==> src/rtl/adder_arbiter.sv <==
// Round-robin arbiter sharing one WIDTH-bit adder between NUM_REQ requesters,
// with a registered, held response. Define ADDER_ARB_OVERFLOW_EN to add rsp_ovf.
module adder_arbiter #(
    parameter int NUM_REQ = 2,
    parameter int WIDTH   = 32,
    parameter int ID_W    = 1
) (
    input  logic                     clk,
    input  logic                     reset,
    input  logic [NUM_REQ-1:0]       req_valid,
    input  logic [WIDTH*NUM_REQ-1:0] req_a,
    input  logic [WIDTH*NUM_REQ-1:0] req_b,
    output logic [NUM_REQ-1:0]       req_ready,
    output logic                     rsp_valid,
    input  logic                     rsp_ready,
    output logic [WIDTH-1:0]         rsp_data,
    output logic [ID_W-1:0]          rsp_id
`ifdef ADDER_ARB_OVERFLOW_EN
    ,
    output logic                     rsp_ovf
`endif
);

    localparam logic [0:0] ST_IDLE = 1'b0;
    localparam logic [0:0] ST_HOLD = 1'b1;

    logic [0:0]         r_state;
    logic [ID_W-1:0]    r_last_grant;
    logic [WIDTH-1:0]   r_data;
    logic [ID_W-1:0]    r_id;

    logic               w_accept;
    logic               w_found;
    logic               w_take;
    logic [NUM_REQ-1:0] w_grant_oh;
    logic [ID_W-1:0]    w_grant_id;
    logic [WIDTH-1:0]   w_a;
    logic [WIDTH-1:0]   w_b;
    logic [WIDTH-1:0]   w_sum;

    // A new operand pair can be taken when nothing is held or the held result leaves now.
    assign w_accept = (r_state == ST_IDLE) || ((r_state == ST_HOLD) && rsp_ready);

    // NOTE: every signal written in an always_comb gets a default first, so no latch is inferred.
    always_comb begin
        w_found    = 1'b0;
        w_grant_oh = '0;
        w_grant_id = '0;
        for (int k = 1; k <= NUM_REQ; k++) begin
            for (int i = 0; i < NUM_REQ; i++) begin
                if (!w_found && req_valid[i] &&
                    (i == (int'(r_last_grant) + k) % NUM_REQ)) begin
                    w_found       = 1'b1;
                    w_grant_oh[i] = 1'b1;
                    w_grant_id    = ID_W'(i);
                end
            end
        end
    end

    always_comb begin
        w_a = '0;
        w_b = '0;
        for (int i = 0; i < NUM_REQ; i++) begin
            if (w_grant_oh[i]) begin
                w_a = req_a[WIDTH*i +: WIDTH];
                w_b = req_b[WIDTH*i +: WIDTH];
            end
        end
    end

    // Carry-out is dropped: the sum wraps modulo 2^WIDTH.
    assign w_sum  = w_a + w_b;
    assign w_take = w_accept && w_found;

    // Reset gates the grant so no operands are consumed while the block is held in reset.
    assign req_ready = (w_accept && !reset) ? w_grant_oh : '0;

    // NOTE: sequential state uses non-blocking assignments so all registers update together.
    always_ff @(posedge clk or posedge reset) begin
        if (reset) begin
            r_state      <= ST_IDLE;
            r_last_grant <= ID_W'(NUM_REQ - 1);
            r_data       <= '0;
            r_id         <= '0;
        end else if (w_accept) begin
            if (w_found) begin
                r_state      <= ST_HOLD;
                r_data       <= w_sum;
                r_id         <= w_grant_id;
                r_last_grant <= w_grant_id;
            end else begin
                r_state <= ST_IDLE;
            end
        end
    end

`ifdef ADDER_ARB_OVERFLOW_EN
    logic r_ovf;
    logic w_ovf;

    // Signed overflow: operands share a sign and the sum's sign differs from it.
    assign w_ovf = (w_a[WIDTH-1] == w_b[WIDTH-1]) && (w_sum[WIDTH-1] != w_a[WIDTH-1]);

    always_ff @(posedge clk or posedge reset) begin
        if (reset) begin
            r_ovf <= 1'b0;
        end else if (w_take) begin
            r_ovf <= w_ovf;
        end
    end

    assign rsp_ovf = r_ovf;
`endif

    assign rsp_valid = (r_state == ST_HOLD);
    assign rsp_data  = r_data;
    assign rsp_id    = r_id;

endmodule
==> config.mk <==
export PLATFORM = sky130hd
export DESIGN_NAME = adder_arbiter
export DESIGN_NICKNAME = d
export VERILOG_FILES = /design/src/rtl/adder_arbiter.sv
export SDC_FILE = /design/constraint.sdc
export NUM_CORES = 1
export LEC_CHECK = 0
export ABC_AREA = 1
export ABC_CLOCK_PERIOD_IN_PS = 2430
export CORE_AREA = 2 2 142 89
export CTS_BUF_LIST = sky130_fd_sc_hd__clkbuf_8 sky130_fd_sc_hd__clkbuf_16
export DETAILED_ROUTE_END_ITERATION = 8
export DIE_AREA = 0 0 144 91
export PLACE_DENSITY = 0.72
export REMOVE_ABC_BUFFERS = 1
export SLEW_MARGIN = 5
export SYNTH_ARGS = -nofsm -noshare
export SYNTH_HDL_FRONTEND = slang
export SYNTH_SLANG_ARGS = --single-unit
==> constraint.sdc <==
create_clock -name clk -period 2.43 [get_ports clk]
set_input_delay 0.729 -clock clk [delete_from_list [all_inputs] [get_ports clk]]
set_output_delay 0.729 -clock clk [all_outputs]
set_load 0.005 [all_outputs]
==> results of run 1 <==
[cell usage after synthesis (5+ instances only)]
cell type    n
nand2_1    284
ha_1        31
nand3_1     41
inv_1      119
dfrtp_1     34
nor2_1      42
o21ai_1      5
clkbuf_1    20
o21ai_0     10
a21oi_1     23
a32o_1      62
xnor2_1     13
[sequential cells by signal, indices dropped and copies added, names as in the netlist]
register      count
rsp_data         32
rsp_valid         1
r_last_grant      1
rsp_id            1
[layer usage]
metal	global-route usage	up-vias	routed length [um]
met5	0	-	0
met4	0.0343	0	189
met3	0.0438	25	2000
met2	0.404	312	8310
met1	0.396	2753	8600
li1	-	2804	-
[critical path: stages]
cell and delay (ns):
buf_12 0.10, inv_6 0.04, o21ai_4 0.15, inv_4 0.09
buf_12 0.16, buf_16 0.14, a32o_1 0.23, ha_4 0.28
nand2_1 0.07, nand2_1 0.11, o21bai_1 0.19, a21oi_1 0.20
nand4_1 0.15, nand3_1 0.15, nand2_1 0.06
[path summary, 6_finish.rpt]
check	endpoint	slack [ns]	cells after the start
worst max-delay path	rsp_data[25]$_DFFE_PP0P_	-0.28	15
worst min-delay path	rsp_data[1]$_DFFE_PP0P_	0.48	2
worst max register to register	rsp_data[30]$_DFFE_PP0P_	-0.18	15
worst min register to register	rsp_data[1]$_DFFE_PP0P_	0.48	2
max in group asynchronous	r_last_grant$_DFFE_PP1P_	1.07	3
min in group asynchronous	rsp_data[3]$_DFFE_PP0P_	0.99	3
[cell families (layout without fill, tap and decap cells)]
family                   count (synthesis)  in the layout  synth area share
buffers and inverters                  146            377             0.127
adder cells (fa/ha/maj)                 32             32            0.0934
AO/OA/AOI/OAI                          106            106             0.195
AND/OR/NAND/NOR                        386            386             0.357
XOR/XNOR                                13             13            0.0261
flip-flops                              35             35             0.201
[power by group through the flow]
stage               combinational [mW]  clock, mW  sequential [mW]
floorplan                         1.03          0            0.880
global placement                  2.13          0            0.884
detailed placement                2.14          0            0.884
CTS                               2.66      0.756            0.882
global route                      3.25      0.791            0.909
finish                            3.06      0.759            0.890
[per-stage QoR]
step	util	cells	TNS [ns]	power, mW	hold slack [ns]
global route	0.705	1114	-7.51	4.95	0.505
global placement	0.559	1077	-24.02	3.01	0.459
floorplan	-	692	-27.49	1.91	0.454
detailed placement	0.559	1077	-25.82	3.03	0.466
CTS	0.659	1102	-3.04	4.30	0.481
finish	0.705	1114	-4.96	4.71	0.479
[layout make-up]
type	count	area, sq um	share of cell area
well taps	165	206	0.0249
clock buffers	5	125	0.0151
inverters	120	458	0.0553
clock inverters	3	43.8	0.00529
repair buffers	249	2510	0.302
multi-input cells	537	4070	0.491
flip-flops and latches	35	877	0.106
[repair_timing]
action,4_1_cts,5_1_grt
endpoints found under the setup margin,32,31
gates resized for setup,194,121
cloned,5,2
pin swaps,27,58
setup buffers,12,12
==> metrics.csv, run 1 <==
metric,value,unit
rows,31,
p_seq_frac,0.189,
finalSetupViolCount,28,
power_leakage,4.06,nW
r2r-start,r_last_grant$_DFFE_PP1P_,
yosys.area.top_type,nand2_1,
p_per_area,568,mW/mm^2
min_from,rsp_data[1]$_DFFE_PP0P_,
postRouteAntennaNets,0,
num-fill-cells,874,
fin_crit,2.71,ns
critPathLaunchType,primary input,
netlist_top_cells_area,"nand2_1, dfrtp_1, a32o_1",
violations,setup timing,
worstSetupPathType,primary input to flip-flop,
drive_above_1_share,0.335,
worst_slack,-0.277,ns
synth-seq-area-share,0.201,
cts_root_buffer,clkbuf_16,
h-tree-depth,2,
worstMarginPinSlew,0.513,ns
nets,1113,
start_util,0.372,
rsz0062_at_grt,true,
syn_area,0.00437,sq mm
portBuffers,168,
dr.first_iter.drc_count,533,
grt_antenna_before_repair,0,
hp-class,flip-flop to flip-flop,
diodes,0,
ys_warn_count,0,
p_switching,1.88,mW
async_flop_share,1.00,
p_sw_frac,0.400,
slew_violations,0,
synth_edf_count,0,
ys_seq_elements,35,
end_kind,flip-flop,
first_global_vias,5382,
cts_hold_buffers,0,
cts.clk_slew.worst_paths,0.06,ns
placed_area,0.00657,sq mm
status,"complete, but fails checks",
syn_inst,718,
place_ws,-0.942,ns
cts_tree,built,
design_area,0.00829,sq mm
drv_cap,0,
critPathMaxFanout,5,
critical_path.startpoint,req_valid[1],
netlist.area_leader.share,0.244,
slew_headroom,0.658,
area_growth,89.6,%
cts.sinks,35,
num_vias,5894,
power.internal,2.82,mW
track_usage,0.264,
hold_viol,0,
io_pins,169,
most-common-layout-cells,"nand2_1, clkdlybuf4s50_1, inv_1, buf_4, nand2_2",
worst_ep_arrival_time,2.88,ns
synth-main-ff-cell,dfrtp_1,
vias_per_cell,5.29,
die_h,91,um
drc,0,
design.core.area,0.0118,sq mm
wire_per_inst,17.1,um
pwr-share-clk,0.161,
dp_hpwl,12.0,mm
worst_clock_skew,0.00994,ns
power_frac_comb,0.650,
ys_types,28,
critPathRequiredTime,2.60,ns
clk_latency,0.29,ns
fmax,369,MHz
fin_crit_sh,1.11,
die_w,144,um
drtPass1Iterations,5,
final_common_cell,nand2_1,
grt_pass1_wl,27.3,mm
synth.avg_cell_area,6.09,sq um
numCtsBuffers,5,
place_congestion,0.964,
overflow,0,
clockBufferDepth,2,
ir_worst_vdd,0.364,mV
grt_max_degree,38,
wl,19.1,mm
die_area,0.0131,sq mm
Power figures use the tool's default switching activity.
==> run 2, diff against run 1 <==
--- a/config.mk
+++ b/config.mk
@@ -7,11 +7,13 @@
 export LEC_CHECK = 0
 export ABC_AREA = 1
 export ABC_CLOCK_PERIOD_IN_PS = 2430
-export CORE_AREA = 2 2 142 89
+export CELL_PAD_IN_SITES_DETAIL_PLACEMENT = 1
+export CELL_PAD_IN_SITES_GLOBAL_PLACEMENT = 2
+export CORE_AREA = 2 2 194 120
 export CTS_BUF_LIST = sky130_fd_sc_hd__clkbuf_8 sky130_fd_sc_hd__clkbuf_16
 export DETAILED_ROUTE_END_ITERATION = 8
-export DIE_AREA = 0 0 144 91
-export PLACE_DENSITY = 0.72
+export DIE_AREA = 0 0 196 122
+export PLACE_DENSITY_LB_ADDON = 0.1
 export REMOVE_ABC_BUFFERS = 1
 export SLEW_MARGIN = 5
 export SYNTH_ARGS = -nofsm -noshare
==> constraint.sdc (replaced) <==
create_clock -name clk -period 2.43 [get_ports clk]
set_input_delay 0.486 -clock clk [delete_from_list [all_inputs] [get_ports clk]]
set_output_delay 0.486 -clock clk [all_outputs]
set_load 0.005 [all_outputs]
==> metrics.csv, run 2 (synthesis gave the netlist of run 1 again) <==
metric,value,unit
final_common_cell,nand2_1,
power,4.43,mW
postRouteAntennaNets,0,
wire_per_inst,17.1,um
cts_hold_buffers,0,
crit_path_max_incr_delay,0.57,ns
wl,21.0,mm
critPathMaxFanout,40,
most-common-layout-cells,"nand2_1, clkdlybuf4s50_1, inv_1, buf_4, a32o_1",
fmax,384,MHz
critPathMostFrequentCell,nand2_1,
worst_slack,-0.175,ns
design.core.area,0.0224,sq mm
die_h,122,um
path_cells,"nand2_2, buf_12, a32o_1, ha_1, buf_4, nand2_1, nand2_2, nand2_1, nand2_1, a21oi_2, nand2_2, nand2_1, nand3_1, nand3_1, nand2_1",
cts.sinks,35,
critPathTopFamily,simple AND/OR/NAND/NOR gates,
status,"complete, but fails checks",
hold_ws,0.484,ns
dp_hpwl,17.1,mm
cp.buffers_inverters,2,
violations,setup timing,
final_util,0.344,
worstMarginPinSlew,0.581,ns
cts.clk_slew.worst_paths,0.07,ns
num_vias,5503,
critPathLaunchType,flip-flop,
start_util,0.195,
h-tree-depth,2,
hp-class,flip-flop to flip-flop,
wl_met3,921,um
end_kind,flip-flop,
numCtsBuffers,5,
fin_crit,2.60,ns
wl_met1,11.6,mm
largest_reg_flops,32,
ir_worst_vdd,0.288,mV
dr_wl_met2,8.39,mm
clockBufferDepth,2,
worstSetupPathType,flip-flop to flip-flop,
p_per_area,576,mW/mm^2
io_pins,169,
clk_latency,0.29,ns
slew_headroom,0.613,
portBuffers,168,
finalSetupViolCount,24,
worst_ep_arrival_time,2.79,ns
drv_cap,0,
cts_root_buffer,clkbuf_16,
power_leakage,3.72,nW
fin_crit_sh,1.07,
rsz0062_at_grt,true,
post-cts-setup-buffers,0,
grt_pass1_wl,33.6,mm
top_layer,met4,
vias_per_cell,4.48,
die_area,0.0239,sq mm
place_congestion,0.835,
diodes,0,
rows,43,
hold_viol,0,
overflow,0,
drive_above_1_share,0.209,
drtPass1Iterations,4,
nets,1101,
dr.first_iter.drc_count,247,
die_w,196,um
grt_max_degree,41,
track_usage,0.182,
first_global_vias,6062,
critPathRequiredTime,2.61,ns
slew_violations,0,
slowest_stage,dfstp_2,
area_growth,76.0,%
grt_antenna_before_repair,0,
cts_tree,built,
worst_clock_skew,0.00433,ns
drc,0,
## run 2: changes by cell type in the layout (fill, tap and decap cells not counted), sizes merged, moves of 2 or more
cell and change:
bufbuf +2, clkbuf -3, clkinv -2, clkdlybuf4s50 +3, buf -13
## run 2: path summary, 6_finish.rpt
kind                                            end                     start  slack (ns)  depth (start not counted)
max                        rsp_data[22]$_DFFE_PP0P_  r_last_grant$_DFFE_PP1P_       -0.17                         15
min reg2reg                rsp_data[19]$_DFFE_PP0P_  rsp_data[19]$_DFFE_PP0P_        0.48                          2
min                        rsp_data[19]$_DFFE_PP0P_  rsp_data[19]$_DFFE_PP0P_        0.48                          2
max reg2reg                rsp_data[22]$_DFFE_PP0P_  r_last_grant$_DFFE_PP1P_       -0.17                         15
max in group asynchronous  rsp_data[12]$_DFFE_PP0P_                     reset        1.30                          3
min in group asynchronous     rsp_valid$_DFFE_PP0N_                     reset        0.73                          3
## run 2: through the flow
| step | cell area (sq um) | cells | setup WS (ns) | TNS (ns) |
|---|---|---|---|---|
| after floorplan | 4260 | 692 | -0.849 | -20.05 |
| after global placement | 6850 | 1219 | -0.765 | -19.29 |
| after detailed placement | 6850 | 1219 | -0.810 | -20.50 |
| after CTS | 7630 | 1229 | -0.193 | -2.63 |
| after global routing | 7690 | 1229 | -0.376 | -7.42 |
| final | 7690 | 1229 | -0.175 | -2.33 |
## run 2: per-layer routing
layer	vias up	GRT usage
met5	-	0
met4	0	0.0208
met3	6	0.0288
met2	120	0.272
met1	2605	0.279
li1	2772	-
## run 2: timing repair
action	CTS	global route
cloned	2	0
endpoints found under the hold margin	0	0
resized for setup	113	18
endpoints found under the setup margin	30	30
pin swaps	4	2
## run 2: worst register-to-register path, cell delays in order (launching register included)
cell and delay (ns):
dfstp_2 0.57, nand2_2 0.10, buf_12 0.19, a32o_1 0.30, ha_1 0.31, buf_4 0.15
nand2_1 0.07, nand2_2 0.09, nand2_1 0.08, nand2_1 0.06, a21oi_2 0.13, nand2_2 0.12
nand2_1 0.10, nand3_1 0.07, nand3_1 0.10, nand2_1 0.06
## run 2: power by group
group / total, mW / switching [mW] / leakage (nW) / internal, mW
registers: 0.887 / 0.122 / 0.424 / 0.764
logic: 2.66 / 1.28 / 3.20 / 1.38
clock network: 0.880 / 0.295 / 0.0952 / 0.586
## run 2: area by class of cell
type	instances	area, sq um
clock buffer	5	125
inverter	120	453
timing repair buffer	237	2290
fill	2725	14700
multi-input combinational	537	3520
clock inverter	3	63.8
sequential	35	877
tap	292	365
